## src/rtl/dac_frame_arbiter_pkg.sv

```systemverilog
// Shared types and constants for the two-channel DAC frame arbiter.
package dac_frame_arbiter_pkg;

    localparam int SPI_PWR_W = 2;

    typedef enum logic [2:0] {
        ST_IDLE       = 3'd0,
        ST_ISSUE      = 3'd1,
        ST_WAIT_START = 3'd2,
        ST_WAIT_DONE  = 3'd3,
        ST_GAP        = 3'd4
    } arb_state_e;

    // Number of sys_clk cycles csb stays low for one frame.
    function automatic int frame_cycles(input int word_width);
        return word_width + 2;
    endfunction

endpackage

```

## src/rtl/dac_frame_arbiter_if.sv

```systemverilog
// Producer and SPI-main signals of the DAC frame arbiter, with the arbiter as the slave side.
interface dac_frame_arbiter_if
    import dac_frame_arbiter_pkg::*;
#(
    parameter int WORD_WIDTH = 16
);
    // Handshake: a sample moves on a rising edge where chN_valid and chN_ready are both high;
    // chN_ready comes straight from a flop and never depends on chN_valid in the same cycle.
    logic                  ch0_valid;
    logic [WORD_WIDTH-1:0] ch0_data;
    logic [SPI_PWR_W-1:0]  ch0_pwr;
    logic                  ch0_ready;
    logic                  ch1_valid;
    logic [WORD_WIDTH-1:0] ch1_data;
    logic [SPI_PWR_W-1:0]  ch1_pwr;
    logic                  ch1_ready;
    logic                  spi_load;
    logic [WORD_WIDTH-1:0] spi_word;
    logic [SPI_PWR_W-1:0]  spi_pwr;
    logic                  spi_csb;
    logic                  grant;
    logic                  frame_done;
    logic                  spi_err;
    arb_state_e            dbg_state;

    modport master (
        output ch0_valid, ch0_data, ch0_pwr, ch1_valid, ch1_data, ch1_pwr, spi_csb,
        input  ch0_ready, ch1_ready, spi_load, spi_word, spi_pwr, grant, frame_done, spi_err,
               dbg_state
    );

    modport slave (
        input  ch0_valid, ch0_data, ch0_pwr, ch1_valid, ch1_data, ch1_pwr, spi_csb,
        output ch0_ready, ch1_ready, spi_load, spi_word, spi_pwr, grant, frame_done, spi_err,
               dbg_state
    );

endinterface

```

## src/rtl/dac_sample_slot.sv

```systemverilog
// One-entry holding register {pwr, data} with a full flag; ready is simply "not full".
module dac_sample_slot
    import dac_frame_arbiter_pkg::*;
#(
    parameter int WORD_WIDTH = 16
) (
    input  logic                  sys_clk,
    input  logic                  rst_n,
    input  logic                  in_valid,
    input  logic [WORD_WIDTH-1:0] in_data,
    input  logic [SPI_PWR_W-1:0]  in_pwr,
    input  logic                  take,
    output logic                  ready,
    output logic                  full,
    output logic [WORD_WIDTH-1:0] out_data,
    output logic [SPI_PWR_W-1:0]  out_pwr
);

    logic                  full_q, full_d;
    logic [WORD_WIDTH-1:0] data_q, data_d;
    logic [SPI_PWR_W-1:0]  pwr_q, pwr_d;

    // take is only raised while full, so it never collides with a capture.
    always_comb begin
        full_d = full_q;
        data_d = data_q;
        pwr_d  = pwr_q;
        if (take) begin
            full_d = 1'b0;
        end else if (in_valid && !full_q) begin
            full_d = 1'b1;
            data_d = in_data;
            pwr_d  = in_pwr;
        end
    end

    always_ff @(posedge sys_clk or negedge rst_n) begin
        if (!rst_n) begin
            full_q <= 1'b0;
            data_q <= '0;
            pwr_q  <= '0;
        end else begin
            full_q <= full_d;
            data_q <= data_d;
            pwr_q  <= pwr_d;
        end
    end

    assign ready    = ~full_q;
    assign full     = full_q;
    assign out_data = data_q;
    assign out_pwr  = pwr_q;

endmodule

```

## src/rtl/dac_frame_arbiter.sv

```systemverilog
// Round-robin arbiter feeding one DAC SPI main from two sample producers.
// Optional per-channel frame and drop counters are built when DAC_ARB_STATS_EN is defined.
module dac_frame_arbiter
    import dac_frame_arbiter_pkg::*;
#(
    parameter int WORD_WIDTH     = 16,
    parameter int GAP_CYCLES     = 2,
    parameter int TIMEOUT_CYCLES = 4
) (
    input  logic        sys_clk,
    input  logic        rst_n,
`ifdef DAC_ARB_STATS_EN
    output logic [15:0] ch0_frames,
    output logic [15:0] ch1_frames,
    output logic [7:0]  drop_cnt,
`endif
    dac_frame_arbiter_if.slave bus
);

    localparam int CNT_MAX = (GAP_CYCLES > TIMEOUT_CYCLES) ? GAP_CYCLES : TIMEOUT_CYCLES;
    localparam int CNT_W   = (CNT_MAX < 1) ? 1 : $clog2(CNT_MAX + 1);

    logic                  full0, full1, take0, take1;
    logic [WORD_WIDTH-1:0] data0, data1;
    logic [SPI_PWR_W-1:0]  pwr0, pwr1;

    dac_sample_slot #(.WORD_WIDTH(WORD_WIDTH)) u_slot0 (
        .sys_clk (sys_clk),
        .rst_n   (rst_n),
        .in_valid(bus.ch0_valid),
        .in_data (bus.ch0_data),
        .in_pwr  (bus.ch0_pwr),
        .take    (take0),
        .ready   (bus.ch0_ready),
        .full    (full0),
        .out_data(data0),
        .out_pwr (pwr0)
    );

    dac_sample_slot #(.WORD_WIDTH(WORD_WIDTH)) u_slot1 (
        .sys_clk (sys_clk),
        .rst_n   (rst_n),
        .in_valid(bus.ch1_valid),
        .in_data (bus.ch1_data),
        .in_pwr  (bus.ch1_pwr),
        .take    (take1),
        .ready   (bus.ch1_ready),
        .full    (full1),
        .out_data(data1),
        .out_pwr (pwr1)
    );

    arb_state_e            state_q, state_d;
    logic [CNT_W-1:0]      cnt_q, cnt_d;
    logic                  last_grant_q, last_grant_d;
    logic                  grant_q, grant_d;
    logic                  load_q, load_d;
    logic [WORD_WIDTH-1:0] word_q, word_d;
    logic [SPI_PWR_W-1:0]  pwr_q, pwr_d;
    logic                  done_q, done_d;
    logic                  err_q, err_d;
    logic                  pick;
    logic                  timeout_hit;
    logic                  frame_seen;

    assign timeout_hit = (state_q == ST_WAIT_START) && bus.spi_csb && (cnt_q <= CNT_W'(1));
    assign frame_seen  = (state_q == ST_WAIT_DONE) && bus.spi_csb;

    always_comb begin
        state_d      = state_q;
        cnt_d        = cnt_q;
        last_grant_d = last_grant_q;
        grant_d      = grant_q;
        load_d       = 1'b0;
        word_d       = word_q;
        pwr_d        = pwr_q;
        done_d       = 1'b0;
        err_d        = err_q;
        take0        = 1'b0;
        take1        = 1'b0;
        pick         = 1'b0;
        unique case (state_q)
            ST_IDLE: begin
                // A load is only offered once the SPI main reports idle (csb high).
                if ((full0 || full1) && bus.spi_csb) begin
                    pick         = (full0 && full1) ? ~last_grant_q : full1;
                    take0        = ~pick;
                    take1        = pick;
                    grant_d      = pick;
                    last_grant_d = pick;
                    word_d       = pick ? data1 : data0;
                    pwr_d        = pick ? pwr1 : pwr0;
                    load_d       = 1'b1;
                    state_d      = ST_ISSUE;
                end
            end
            ST_ISSUE: begin
                cnt_d   = CNT_W'(TIMEOUT_CYCLES);
                state_d = ST_WAIT_START;
            end
            ST_WAIT_START: begin
                if (!bus.spi_csb) begin
                    state_d = ST_WAIT_DONE;
                end else if (timeout_hit) begin
                    err_d   = 1'b1;
                    state_d = ST_IDLE;
                end else begin
                    cnt_d = cnt_q - CNT_W'(1);
                end
            end
            ST_WAIT_DONE: begin
                if (frame_seen) begin
                    done_d  = 1'b1;
                    cnt_d   = CNT_W'(GAP_CYCLES);
                    state_d = (GAP_CYCLES == 0) ? ST_IDLE : ST_GAP;
                end
            end
            ST_GAP: begin
                if (cnt_q <= CNT_W'(1)) begin
                    state_d = ST_IDLE;
                end else begin
                    cnt_d = cnt_q - CNT_W'(1);
                end
            end
            default: state_d = ST_IDLE;
        endcase
    end

    always_ff @(posedge sys_clk or negedge rst_n) begin
        if (!rst_n) begin
            state_q      <= ST_IDLE;
            cnt_q        <= '0;
            last_grant_q <= 1'b1;
            grant_q      <= 1'b0;
            load_q       <= 1'b0;
            word_q       <= '0;
            pwr_q        <= '0;
            done_q       <= 1'b0;
            err_q        <= 1'b0;
        end else begin
            state_q      <= state_d;
            cnt_q        <= cnt_d;
            last_grant_q <= last_grant_d;
            grant_q      <= grant_d;
            load_q       <= load_d;
            word_q       <= word_d;
            pwr_q        <= pwr_d;
            done_q       <= done_d;
            err_q        <= err_d;
        end
    end

    assign bus.spi_load   = load_q;
    assign bus.spi_word   = word_q;
    assign bus.spi_pwr    = pwr_q;
    assign bus.grant      = grant_q;
    assign bus.frame_done = done_q;
    assign bus.spi_err    = err_q;
    assign bus.dbg_state  = state_q;

`ifdef DAC_ARB_STATS_EN
    logic [15:0] ch0_frames_q, ch0_frames_d;
    logic [15:0] ch1_frames_q, ch1_frames_d;
    logic [7:0]  drop_cnt_q, drop_cnt_d;

    // grant_q still names the channel whose frame is finishing.
    always_comb begin
        ch0_frames_d = ch0_frames_q;
        ch1_frames_d = ch1_frames_q;
        drop_cnt_d   = drop_cnt_q;
        if (frame_seen && !grant_q && (ch0_frames_q != 16'hFFFF)) ch0_frames_d = ch0_frames_q + 16'd1;
        if (frame_seen && grant_q && (ch1_frames_q != 16'hFFFF))  ch1_frames_d = ch1_frames_q + 16'd1;
        if (timeout_hit && (drop_cnt_q != 8'hFF))                 drop_cnt_d   = drop_cnt_q + 8'd1;
    end

    always_ff @(posedge sys_clk or negedge rst_n) begin
        if (!rst_n) begin
            ch0_frames_q <= '0;
            ch1_frames_q <= '0;
            drop_cnt_q   <= '0;
        end else begin
            ch0_frames_q <= ch0_frames_d;
            ch1_frames_q <= ch1_frames_d;
            drop_cnt_q   <= drop_cnt_d;
        end
    end

    assign ch0_frames = ch0_frames_q;
    assign ch1_frames = ch1_frames_q;
    assign drop_cnt   = drop_cnt_q;
`endif

endmodule
```

## src/flat_wrapper.sv

```systemverilog
// flat-port wrapper written by rule: the top's interface ports become plain ports
module dac_frame_arbiter_flat import dac_frame_arbiter_pkg::*;
#(
    parameter int WORD_WIDTH     = 16,
    parameter int GAP_CYCLES     = 2,
    parameter int TIMEOUT_CYCLES = 4
)
  (sys_clk, rst_n, bus_ch0_valid, bus_ch0_data, bus_ch0_pwr, bus_ch1_valid, bus_ch1_data, bus_ch1_pwr, bus_spi_csb, bus_ch0_ready, bus_ch1_ready, bus_spi_load, bus_spi_word, bus_spi_pwr, bus_grant, bus_frame_done, bus_spi_err, bus_dbg_state);
  dac_frame_arbiter_if #(.WORD_WIDTH(WORD_WIDTH)) bus_i ();
  input  logic sys_clk;
  input  logic rst_n;
  input wire logic [$bits(bus_i.ch0_valid)-1:0] bus_ch0_valid;
  input wire logic [$bits(bus_i.ch0_data)-1:0] bus_ch0_data;
  input wire logic [$bits(bus_i.ch0_pwr)-1:0] bus_ch0_pwr;
  input wire logic [$bits(bus_i.ch1_valid)-1:0] bus_ch1_valid;
  input wire logic [$bits(bus_i.ch1_data)-1:0] bus_ch1_data;
  input wire logic [$bits(bus_i.ch1_pwr)-1:0] bus_ch1_pwr;
  input wire logic [$bits(bus_i.spi_csb)-1:0] bus_spi_csb;
  output wire logic [$bits(bus_i.ch0_ready)-1:0] bus_ch0_ready;
  output wire logic [$bits(bus_i.ch1_ready)-1:0] bus_ch1_ready;
  output wire logic [$bits(bus_i.spi_load)-1:0] bus_spi_load;
  output wire logic [$bits(bus_i.spi_word)-1:0] bus_spi_word;
  output wire logic [$bits(bus_i.spi_pwr)-1:0] bus_spi_pwr;
  output wire logic [$bits(bus_i.grant)-1:0] bus_grant;
  output wire logic [$bits(bus_i.frame_done)-1:0] bus_frame_done;
  output wire logic [$bits(bus_i.spi_err)-1:0] bus_spi_err;
  output wire logic [$bits(bus_i.dbg_state)-1:0] bus_dbg_state;
  assign bus_i.ch0_valid = bus_ch0_valid;
  assign bus_i.ch0_data = bus_ch0_data;
  assign bus_i.ch0_pwr = bus_ch0_pwr;
  assign bus_i.ch1_valid = bus_ch1_valid;
  assign bus_i.ch1_data = bus_ch1_data;
  assign bus_i.ch1_pwr = bus_ch1_pwr;
  assign bus_i.spi_csb = bus_spi_csb;
  assign bus_ch0_ready = bus_i.ch0_ready;
  assign bus_ch1_ready = bus_i.ch1_ready;
  assign bus_spi_load = bus_i.spi_load;
  assign bus_spi_word = bus_i.spi_word;
  assign bus_spi_pwr = bus_i.spi_pwr;
  assign bus_grant = bus_i.grant;
  assign bus_frame_done = bus_i.frame_done;
  assign bus_spi_err = bus_i.spi_err;
  assign bus_dbg_state = bus_i.dbg_state;
  dac_frame_arbiter #(.WORD_WIDTH(WORD_WIDTH), .GAP_CYCLES(GAP_CYCLES), .TIMEOUT_CYCLES(TIMEOUT_CYCLES)) u_core (.sys_clk(sys_clk), .rst_n(rst_n), .bus(bus_i));
endmodule
```

## config.mk

```make
export PLATFORM = sky130hd
export DESIGN_NAME = dac_frame_arbiter_flat
export DESIGN_NICKNAME = d
export VERILOG_FILES = /design/src/rtl/dac_frame_arbiter_pkg.sv /design/src/rtl/dac_frame_arbiter_if.sv /design/src/rtl/dac_sample_slot.sv /design/src/rtl/dac_frame_arbiter.sv /design/src/flat_wrapper.sv
export SDC_FILE = /design/constraint.sdc
export NUM_CORES = 1
export LEC_CHECK = 0
export ABC_CLOCK_PERIOD_IN_PS = 1900
export BUFFER_PORTS_ARGS = -buffer_cell sky130_fd_sc_hd__clkbuf_2
export CORE_UTILIZATION = 48
export CTS_CLUSTER_DIAMETER = 30
export DETAILED_ROUTE_END_ITERATION = 12
export HOLD_SLACK_MARGIN = 0.06
export PLACE_DENSITY = 0.86
export SYNTH_ARGS = -nofsm -noshare
export SYNTH_HDL_FRONTEND = slang
export SYNTH_HIERARCHICAL = 1
export SYNTH_SLANG_ARGS = --single-unit
```

## constraint.sdc

```tcl
create_clock -name sys_clk -period 1.9 [get_ports sys_clk]
set_input_delay 0.285 -clock sys_clk [delete_from_list [all_inputs] [get_ports sys_clk]]
set_output_delay 0.285 -clock sys_clk [all_outputs]
set_load 0.05 [all_outputs]
```

==> reports/metrics.csv <==
metric;value;unit
cp-end-kind;flip-flop;
cp_num_cells;8;
drive_above_1_share;54.86;%
run_status;finished, final reports clean;
syn_area_per_cell;13.50;um2
worst_r2r_path_depth;8;
synth-seq-area-share;55.23;%
drtIter0Drc;72;
tritoncts;built;
ff_latch_area;1682;um2
antenna_left;0;
finClkSkew;0.006718;ns
max-vdd-ir-drop;1.177;mV
cpMaxStageDelayCell;dfrtp_2;
critPathBufInv;4;
slew_violations;0;
cpPeakStageDelay;0.41;ns
syn_nets;267;
setup_viol;0;
worstSetupPathType;reg2reg;
cp_max_fo;8;
core;6026;um2
power.leakage;0.001833;uW
numCtsBuffers;9;
crit_chain;buf_4 -> nor4_4 -> nand2_4 -> inv_4 -> nor3b_4 -> buf_4 -> clkbuf_16 -> mux2_4;
critPathMostFrequentCell;buf_4;
p_per_area;1997;nW/um2
area_growth;25.00;%
max_freq;543.0;MHz
worst_hold_slack;0.1785;ns
multi_input_area;1245;um2
startpoint;u_core/bus.dbg_state[1];
clock_power_share;13.3;%
clockBufferDepth;2;
placedInstanceArea;3523;um2
maxCapViolCount;0;
place_congestion;0.7428;
die_w;81.56;um
wl_per_cell;16.05;um
arrival;2.06;ns
finalWorstSetupSlack;0.05832;ns
hold_path.class;in2reg;
dieArea;6651;um2
num_rows;28;
final_area;3797;um2
synth-seq-cells;67;
fin_setup_tns;0;ns
die_h;81.56;um
antenna_cells;0;
tightest_slew;0.5514;ns
ys.flop_type;dfrtp_1;
r2r_end;u_core/u_slot1/out_pwr[0];
synth_cell_types;33;
crit_end;u_core/u_slot1/out_pwr[0];
p_switching;3268;uW
syn_inst;225;
p_seq_share;34.1;%
antenna_found_initial;0;
grt_use_total;20.68;%
worstSkewPairLatency;0.34;ns
p_sw_share;43.08;%
crit_family;buffers and inverters;
internal_power;4317;uW
root_buffer;clkbuf_8;
grt_pass1_vias;2051;
grt_max_degree;40;
io_buffers;67;
cts.sinks;67;
min_period;1.842;ns
drt-total-wl;6322;um
htreeDepth;3;
crit_required;2.12;ns
dr.pass1.iters;4;
start_util;50.42;%
rrSetupSlack;0.06;ns
synth_edf_count;0;
path_clk_slew;0.07;ns
dpl_worst_slack;-0.3429;ns
synth_area;3038;um2
hpwl;4264;um
r2r_start;u_core/bus.dbg_state[1];
synthArstFlopShare;100.0;%
io_pins;68;
slew-limit-headroom;63.24;%
yosysWarnings;6;
worst_setup_path_start_kind;flip-flop;
grt_pass1_wl;9825;um
fillers;475;
pwr-share-comb;52.6;%
vias;1990;
hold_viol;0;
drc_errors;0;
final_util;63.02;%
grt.overflow.total;0;
viasPerCell;5.051;
layout.nets;357;
fin_crit_sh;96.93;%
-- how the worst min path moves through the flow --
stage | startpoint | to | slack (ns) | cells after the start
after floorplan | rst_n | u_core/bus.dbg_state[0] | -0.01 | 0
after detailed placement | rst_n | u_core/u_slot0/out_data[3] | 0.30 | 1
final | bus_ch1_data[9] | u_core/u_slot1/out_data[9] | 0.18 | 2
after global routing | bus_ch1_data[6] | u_core/u_slot1/out_data[6] | 0.16 | 2
after CTS | bus_ch1_data[9] | u_core/u_slot1/out_data[9] | 0.16 | 2
after global placement | rst_n | u_core/u_slot1/out_pwr[0] | 0.30 | 1
-- cells in the final DEF (no fill, tap or decap), types with 2 or more instances in the layout --
master,instances
nor3_1,2
nor2b_1,3
dfrtp_1,63
dfrtp_2,3
nor2_1,28
clkbuf_2,66
o21ai_0,2
mux2i_1,18
a21oi_2,18
clkinv_2,3
mux2_2,18
inv_1,7
nor2_2,2
buf_12,3
nand2_1,5
mux2_4,20
nor3b_4,2
o22ai_1,3
clkbuf_1,2
clkbuf_8,10
buf_4,19
-- flip-flops by register name, indices dropped and copies added (netlist names) --
name,count
u_core/bus.spi_load,1
u_core/bus.dbg_state,3
u_core/bus.spi_err,1
u_core/u_slot0/out_data,16
u_core/bus.grant,1
u_core/bus.spi_word,16
u_core/u_slot0/out_pwr,2
u_core/u_slot0/full,1
u_core/u_slot1/out_data,16
u_core/u_slot1/out_pwr,2
u_core/cnt_q,3
u_core/last_grant_q,1
u_core/bus.frame_done,1
u_core/u_slot1/full,1
u_core/bus.spi_pwr,2
-- stage by stage --
step | total power (uW) | cells
4_1_cts | 7498 | 389
3_3_place_gp | 6304 | 371
3_5_place_dp | 6439 | 371
6_report | 7585 | 394
5_1_grt | 8050 | 394
2_1_floorplan | 5529 | 225
-- cell type report --
cell class	count	area share, %
inverter	8	0.8567
sequential	67	44.28
tap	75	2.471
clock inverter	3	0.3954
multi-input combinational	137	32.78
clock buffer	12	3.822
timing repair buffer	92	15.39
-- cells in the mapped netlist, types with 2 or more instances --
| cell type | count | share of area (%) |
|---|---|---|
| o21ai_0 | 2 | 0.33 |
| nor3_1 | 3 | 0.49 |
| mux2_2 | 18 | 6.7 |
| buf_12 | 2 | 1.3 |
| nor3b_2 | 2 | 0.82 |
| buf_6 | 6 | 2.2 |
| nand2_1 | 6 | 0.74 |
| mux2_4 | 20 | 9.9 |
| mux2i_1 | 18 | 5.9 |
| a21oi_2 | 18 | 5.2 |
| buf_2 | 4 | 0.66 |
| nor2_1 | 29 | 3.6 |
| nor2b_1 | 3 | 0.62 |
| inv_1 | 8 | 0.99 |
| dfrtp_1 | 66 | 54 |
| o22ai_1 | 3 | 0.62 |
-- metal layers --
metal | wire length, um | track usage, % | vias to the layer above | part of all wire, %
met2 | 3033 | 30.67 | 55 | 48
li1 | - | - | 950 | -
met5 | 0 | 0 | - | 0
met4 | 148 | 11.96 | 0 | 2.3
met1 | 2852 | 27.10 | 972 | 45
met3 | 288 | 5.778 | 13 | 4.6
-- logic make-up (layout without fill, tap and decap cells) --
kind of cell | count (synthesis) | after routing | share of synthesized area [%]
flops | 67 | 67 | 55.23
mux | 56 | 56 | 22.49
buf+inv | 21 | 115 | 5.437
fa+ha+maj | 1 | 1 | 0.4118
compound gates | 30 | 30 | 7.949
simple gates | 49 | 49 | 8.196
xor+xnor | 1 | 1 | 0.2884
-- what timing repair did --
action	in CTS	in global routing
hold buffers	1	0
setup buffers	2	4
cloned	0	2
gates resized for setup	1	4
hold endpoints to repair	21	0
endpoints found under the setup margin	33	18
pin swaps	1	1
-- power groups by stage --
stage          clock network (uW)  logic [uW]  registers [uW]
2_1_floorplan                   0        2170            3360
3_3_place_gp                    0        3760            2550
3_5_place_dp                    0        3850            2580
4_1_cts                      1020        3910            2570
5_1_grt                      1100        4270            2680
6_report                     1010        3990            2590
No activity file was read; power rests on OpenSTA's default activity.
